### src/rtl/cic_comp_fir_if.sv
// Sample/coefficient bus between the CIC decimator side and the compensation FIR.
// master drives samples and coefficients; slave is the filter.
interface cic_comp_fir_if #(
  parameter int DATA_WIDTH = 16,
  parameter int COEF_WIDTH = 16,
  parameter int OUT_WIDTH  = 16
);
  logic                         en_i;
  logic signed [DATA_WIDTH-1:0] data_i;
  logic                         val_i;
  logic                         coef_we_i;
  logic [5:0]                   coef_addr_i;
  logic signed [COEF_WIDTH-1:0] coef_data_i;
  logic signed [OUT_WIDTH-1:0]  data_o;
  logic                         val_o;
  logic                         busy_o;
  logic                         drop_o;

  modport master (
    output en_i, data_i, val_i, coef_we_i, coef_addr_i, coef_data_i,
    input  data_o, val_o, busy_o, drop_o
  );

  modport slave (
    input  en_i, data_i, val_i, coef_we_i, coef_addr_i, coef_data_i,
    output data_o, val_o, busy_o, drop_o
  );
endinterface

### src/rtl/cic_comp_fir.sv
// CIC droop compensation FIR: time-multiplexed single-multiplier direct form,
// circular sample history, runtime-writable taps, rounded and saturated output.
module cic_comp_fir #(
  parameter int DATA_WIDTH = 16,
  parameter int COEF_WIDTH = 16,
  parameter int OUT_WIDTH  = 16,
  parameter int NTAPS      = 21,
  parameter int SHIFT      = 15,
  parameter int ACC_WIDTH  = 37
) (
  input  logic           clk_i,
  input  logic           rst_n_i,
  cic_comp_fir_if.slave  bus
);
  localparam int IDX_W  = $clog2(NTAPS);
  localparam int PROD_W = DATA_WIDTH + COEF_WIDTH;
  localparam logic [IDX_W-1:0] LAST = IDX_W'(NTAPS - 1);
  localparam logic signed [ACC_WIDTH-1:0] RND = ACC_WIDTH'(1) <<< (SHIFT - 1);
  localparam logic signed [ACC_WIDTH-1:0] SAT_MAX =
    {{(ACC_WIDTH-OUT_WIDTH+1){1'b0}}, {(OUT_WIDTH-1){1'b1}}};
  localparam logic signed [ACC_WIDTH-1:0] SAT_MIN =
    {{(ACC_WIDTH-OUT_WIDTH+1){1'b1}}, {(OUT_WIDTH-1){1'b0}}};

  typedef enum logic [1:0] {IDLE, MAC, FLUSH, OUT} state_t;

  state_t                       state, state_nxt;
  logic signed [DATA_WIDTH-1:0] samples [NTAPS];
  logic signed [COEF_WIDTH-1:0] coefs   [NTAPS];
  logic [IDX_W-1:0]             wptr, rptr, tap;
  logic                         flush_cnt;
  logic signed [PROD_W-1:0]     prod;
  logic                         prod_vld;
  logic signed [ACC_WIDTH-1:0]  acc;
  logic signed [ACC_WIDTH-1:0]  rnd_sum, shifted;
  logic signed [OUT_WIDTH-1:0]  sat_val, data_q;
  logic                         drop_q;
  logic                         busy, accept;

  assign accept = bus.en_i & bus.val_i & ~busy;

  // NOTE: state and datapath registers use non-blocking assignments so every
  // flop samples pre-edge values regardless of process ordering.
  always_ff @(posedge clk_i or negedge rst_n_i) begin
    if (!rst_n_i)      state <= IDLE;
    else if (bus.en_i) state <= state_nxt;
  end

  always_comb begin
    // NOTE: default assignment first so no path leaves state_nxt unassigned (no latch).
    state_nxt = state;
    case (state)
      IDLE:    if (accept) state_nxt = MAC;
      MAC:     if (tap == LAST) state_nxt = FLUSH;
      FLUSH:   if (flush_cnt) state_nxt = OUT;
      OUT:     state_nxt = accept ? MAC : IDLE;
      default: state_nxt = IDLE;
    endcase
  end

  always_comb begin
    busy       = (state == MAC) || (state == FLUSH);
    bus.busy_o = busy;
    bus.val_o  = (state == OUT);
  end

  // Round half toward +inf, arithmetic shift, then clamp to the output range.
  always_comb begin
    rnd_sum = acc + RND;
    shifted = rnd_sum >>> SHIFT;
    if (shifted > SAT_MAX)      sat_val = SAT_MAX[OUT_WIDTH-1:0];
    else if (shifted < SAT_MIN) sat_val = SAT_MIN[OUT_WIDTH-1:0];
    else                        sat_val = shifted[OUT_WIDTH-1:0];
  end

  // NOTE: the history and coefficient arrays are flops with an explicit reset,
  // because start-up output must see zero history and zero taps.
  always_ff @(posedge clk_i or negedge rst_n_i) begin
    if (!rst_n_i) begin
      for (int i = 0; i < NTAPS; i++) begin
        samples[i] <= '0;
        coefs[i]   <= '0;
      end
      wptr      <= '0;
      rptr      <= '0;
      tap       <= '0;
      flush_cnt <= 1'b0;
      prod      <= '0;
      prod_vld  <= 1'b0;
      acc       <= '0;
      data_q    <= '0;
      drop_q    <= 1'b0;
    end else if (bus.en_i) begin
      if (bus.coef_we_i && (int'(bus.coef_addr_i) < NTAPS))
        coefs[bus.coef_addr_i[IDX_W-1:0]] <= bus.coef_data_i;

      if (bus.val_i && busy) drop_q <= 1'b1;

      if (accept) begin
        samples[wptr] <= bus.data_i;
        wptr          <= (wptr == LAST) ? '0 : wptr + 1'b1;
        rptr          <= wptr;
        tap           <= '0;
      end else if (state == MAC) begin
        prod <= PROD_W'(samples[rptr]) * PROD_W'(coefs[tap]);
        rptr <= (rptr == '0) ? LAST : rptr - 1'b1;
        if (tap != LAST) tap <= tap + 1'b1;
      end

      // Multiply and accumulate are separate registered stages; FLUSH drains them.
      prod_vld  <= (state == MAC);
      flush_cnt <= (state == FLUSH) && !flush_cnt;

      if (accept)        acc <= '0;
      else if (prod_vld) acc <= acc + ACC_WIDTH'(prod);

      if (state == FLUSH && flush_cnt) data_q <= sat_val;
    end
  end

  assign bus.data_o = data_q;
  assign bus.drop_o = drop_q;
endmodule
### src/flat_wrapper.sv
// flat-port wrapper written by rule: the top's interface ports become plain ports
module cic_comp_fir_flat 
#(
  parameter int DATA_WIDTH = 16,
  parameter int COEF_WIDTH = 16,
  parameter int OUT_WIDTH  = 16,
  parameter int NTAPS      = 21,
  parameter int SHIFT      = 15,
  parameter int ACC_WIDTH  = 37
)
  (clk_i, rst_n_i, bus_en_i, bus_data_i, bus_val_i, bus_coef_we_i, bus_coef_addr_i, bus_coef_data_i, bus_data_o, bus_val_o, bus_busy_o, bus_drop_o);
  cic_comp_fir_if #(.DATA_WIDTH(DATA_WIDTH), .COEF_WIDTH(COEF_WIDTH), .OUT_WIDTH(OUT_WIDTH)) bus_i ();
  input  logic clk_i;
  input  logic rst_n_i;
  input wire logic [$bits(bus_i.en_i)-1:0] bus_en_i;
  input wire logic [$bits(bus_i.data_i)-1:0] bus_data_i;
  input wire logic [$bits(bus_i.val_i)-1:0] bus_val_i;
  input wire logic [$bits(bus_i.coef_we_i)-1:0] bus_coef_we_i;
  input wire logic [$bits(bus_i.coef_addr_i)-1:0] bus_coef_addr_i;
  input wire logic [$bits(bus_i.coef_data_i)-1:0] bus_coef_data_i;
  output wire logic [$bits(bus_i.data_o)-1:0] bus_data_o;
  output wire logic [$bits(bus_i.val_o)-1:0] bus_val_o;
  output wire logic [$bits(bus_i.busy_o)-1:0] bus_busy_o;
  output wire logic [$bits(bus_i.drop_o)-1:0] bus_drop_o;
  assign bus_i.en_i = bus_en_i;
  assign bus_i.data_i = bus_data_i;
  assign bus_i.val_i = bus_val_i;
  assign bus_i.coef_we_i = bus_coef_we_i;
  assign bus_i.coef_addr_i = bus_coef_addr_i;
  assign bus_i.coef_data_i = bus_coef_data_i;
  assign bus_data_o = bus_i.data_o;
  assign bus_val_o = bus_i.val_o;
  assign bus_busy_o = bus_i.busy_o;
  assign bus_drop_o = bus_i.drop_o;
  cic_comp_fir #(.DATA_WIDTH(DATA_WIDTH), .COEF_WIDTH(COEF_WIDTH), .OUT_WIDTH(OUT_WIDTH), .NTAPS(NTAPS), .SHIFT(SHIFT), .ACC_WIDTH(ACC_WIDTH)) u_core (.clk_i(clk_i), .rst_n_i(rst_n_i), .bus(bus_i));
endmodule
### config.mk
export PLATFORM = sky130hd
export DESIGN_NAME = cic_comp_fir_flat
export DESIGN_NICKNAME = d
export VERILOG_FILES = /design/src/rtl/cic_comp_fir_if.sv /design/src/rtl/cic_comp_fir.sv /design/src/flat_wrapper.sv
export SDC_FILE = /design/constraint.sdc
export NUM_CORES = 2
export LEC_CHECK = 0
export BUFFER_PORTS_ARGS = -buffer_cell sky130_fd_sc_hd__buf_2
export CORE_UTILIZATION = 40
export CTS_BUF_LIST = sky130_fd_sc_hd__clkbuf_2
export DETAILED_ROUTE_END_ITERATION = 16
export HOLD_SLACK_MARGIN = 0.05
export PLACE_DENSITY = 0.65
export SLEW_MARGIN = 5
export SYNTH_ARGS = -nofsm -noshare
export SYNTH_HDL_FRONTEND = slang
export SYNTH_SLANG_ARGS = --single-unit
### constraint.sdc
create_clock -name clk_i -period 10.1 [get_ports clk_i]
set_input_delay 1.01 -clock clk_i [delete_from_list [all_inputs] [get_ports clk_i]]
set_output_delay 1.01 -clock clk_i [all_outputs]
set_load 0.05 [all_outputs]
==> key figures <==
Run status
  • Status: completed

Final layout
  • FF+latch area: 19500 sq um
  • Synth-to-layout area growth: 8.85%
  • Multi-input gate area: 25400 sq um
  • Filler cells: roughly 11000
  • Most frequent cells in the layout: dfrtp_1, mux2_2, inv_1
  • Commonest non-fill, non-tap cell in the layout: dfrtp_1
  • Nets: 4412
  • Share of cells above drive strength 1: 33.7%
  • Final non-filler cell area: 51400 sq um

Logic synthesis
  • Synth cell types: 87
  • Post-synth EDFFs: 0
  • Post-Syn Area: 47200 sq um
  • YS warnings: 0
  • FF+latch count, synth: 777
  • Yosys top cell by area: dfrtp_1
  • Sequential cell area fraction in the yosys report: 41.2%
  • Synth top area cells: dfrtp_1, mux2_2, fa_1
  • Main synth FF type: dfrtp_1
  • Yosys top cell area share: 41.2%
  • Ys async rst share: between 90% and 100%
  • Syn Nets: 4259
  • Post-Synthesis Cells: 3822
  • Mean post-synth cell area: 12.4 sq um

Placement
  • Placed Area: approximately 49000 sq um
  • Placer Congestion: around 0.92
  • Port Buffers: between 60 and 70
  • DP HPWL: 75000 microns

Die
  • Die span in y: around 350 microns
  • Rows: approximately 130
  • Total core area: 117000 sq um
  • Area of the die: 119000 sq um
  • Die Wd: 346 microns
  • Initial Utilization: 40.5%
  • Top Ports: 62

Timing
  • Setup Total Neg Slack: 0 ps
  • Fin. Hold Viols: 0
  • Worst Skew: ~160 ps
  • Worst Tran Pin Value: 1180 ps
  • Slew Limit Headroom: between 20% and 30%
  • Final setup viols: 0
  • RSZ-0062 raised after global routing: no
  • Post-layout minimum cycle time: 9080 ps
  • Highest Clock Rate: 0.110 GHz
  • Tcrit/Tclk final: 89.9%
  • Slew Viols, Final: 0

GRT
  • First-pass GRT wire length: 183000 microns
  • Largest net degree at the start of global routing: 183
  • Vias in the first global route: 32000
  • Remaining global-route overflow: 0
  • Total global routing track utilization: 19.3%
  • Antenna violations before repair: 7

Worst setup path
  • CP Launch Point: u_core.tap[0]
  • Crit end category: register
  • Worst endpoint data arrival time: about 10000 ps
  • Crit start category: register
  • R2R Path Start: u_core.tap[0]
  • Maximum fanout along the worst path: 42
  • Crit Path Class: reg2reg
  • Crit path required time: around 11000 ps
  • Reg-to-reg slack, setup: 1020 ps

Hold path
  • Worst min-delay path class: in2reg
  • Hold_sp: bus_coef_addr_i[2]

Power
  • Pwr dens: 176 nW/um^2
  • P_leak: 25.0 nW
  • Total power: 9.05 mW
  • Worst VDD drop: 0.118 mV

Clock tree
  • CTS max path bufs: 3
  • H-tree Lvls: 4
  • TritonCTS clock tree: yes
  • CTS Buf Count: 200
  • Cts hold-fix bufs: between 40 and 50
  • CTS root buf: clkbuf_2
  • Setup bufs post-CTS: 0
  • CTS resizes: 0
  • CTS Sinks: 777
  • Worst-path clk slew: ~120 ps
  • Later-pin clock latency in the skew report: around 1500 ps

Detailed routing
  • Wirelength per Cell: 19.9 microns
  • Post-route ant nets: 0
  • # DRC: 0
  • Vias per inst: 5.34
  • WL final: roughly 110000 microns
  • Drt first pass iters: 5
  • DR iter-0 viols: a little under 2000
  • Via count: 30200

Flow run
  • Max_cap viols: 0
-- state kept, by name, indices dropped and copies added, names as in the netlist --
| signal | count |
|---|---|
| u_core.tap | 5 |
| u_core.state | 2 |
| u_core.bus.drop_o | 1 |
| u_core.wptr | 5 |
| u_core.bus.data_o | 16 |
| u_core.flush_cnt | 1 |
| u_core.prod | 32 |
| u_core.coefs | 336 |
| u_core.prod_vld | 1 |
| u_core.rptr | 5 |
| u_core.samples | 336 |
| u_core.acc | 37 |
-- layer usage --
| layer | vias up | global-route usage (%) | wire length [microns] |
|---|---|---|---|
| met1 | 15600 | 27.2 | 51300 |
| met5 | - | 0 | 27 |
| li1 | 13600 | - | - |
| met3 | 177 | 3.83 | 6380 |
| met4 | 4 | 5.29 | 2220 |
| met2 | 817 | 30.5 | 52700 |
-- where the power goes --
| part | internal (mW) | switching, mW | total, mW |
|---|---|---|---|
| Clock | 0.794 | 1.34 | 2.14 |
| Combinational | 1.30 | 1.68 | 2.98 |
| Sequential | 3.49 | 0.443 | 3.93 |
| Total | 5.58 | 3.47 | 9.05 |
-- kinds of logic after synthesis --
| logic type | synth area share (%) |
|---|---|
| muxes | 25.4 |
| DFF | 41.2 |
| and+or+nand+nor | 6.98 |
| buffers and inverters | 5.29 |
| adders and majority gates | 14.6 |
| AOI/OAI and AO/OA | 5.13 |
| xor gates and xnor gates | 1.41 |
-- critical path, cell delays in order, from the launching register on --
cell	delay [ps]
dfrtp_4	1020
buf_4	430
mux4_2	550
a22oi_1	310
nor2_1	100
a21oi_2	680
nor2_1	170
inv_1	120
fa_1	480
inv_1	200
fa_1	660
fa_1	640
fa_1	440
fa_1	540
inv_1	50
fa_1	520
inv_1	40
ha_1	310
nand4_1	90
or4b_1	510
nand2_1	100
o21ai_1	100
a21oi_1	240
o31ai_1	120
and3_1	180
o31ai_1	230
-- cell type report --
class | instances | area share (%)
Antenna cell | 6 | 0.0292
Clock buffer | 280 | 2.72
Clock inverter | 71 | 0.727
Inverter | 387 | 2.83
Multi-Input combinational cell | 2422 | 49.3
Sequential cell | 777 | 37.8
Tap cell | 1524 | 3.71
Timing Repair Buffer | 187 | 2.84
-- Yosys cell counts (all sizes together), types with 11 or more instances --
library cell  count
o21a             11
dfrtp           777
nand2           210
nand2b           34
xor2             32
mux4            192
a211oi           12
a21o             24
clkbuf          161
a22oi            18
xnor2            44
fa              263
a21oi            80
o31ai            13
nor2            242
and2             14
a31oi            17
mux2            676
o21ai           114
nor2b            39
nand3            53
inv             385
and3             14
nand4            14
or2              19
nor3             28
ha              131
buf              75
-- final timing paths --
check,depth (start not counted),to
setup / recovery,25,u_core.prod[29]
hold / removal,4,u_core.coefs[291]
setup reg to reg,25,u_core.prod[29]
hold reg to reg,2,u_core.bus.data_o[2]
max in group asynchronous,5,u_core.rptr[0]
min in group asynchronous,4,u_core.coefs[284]
-- through the flow --
step	hold WS (ps)	util, %	cells	setup WS (ps)
5_1_grt	149	44.1	5654	429
3_5_place_dp	456	42.2	5255	1040
2_1_floorplan	447	-	3822	2400
6_report	243	44.1	5654	1020
4_1_cts	57.7	44.1	5648	935
3_3_place_gp	445	42.2	5255	1150
Power figures use the tool's default switching activity.
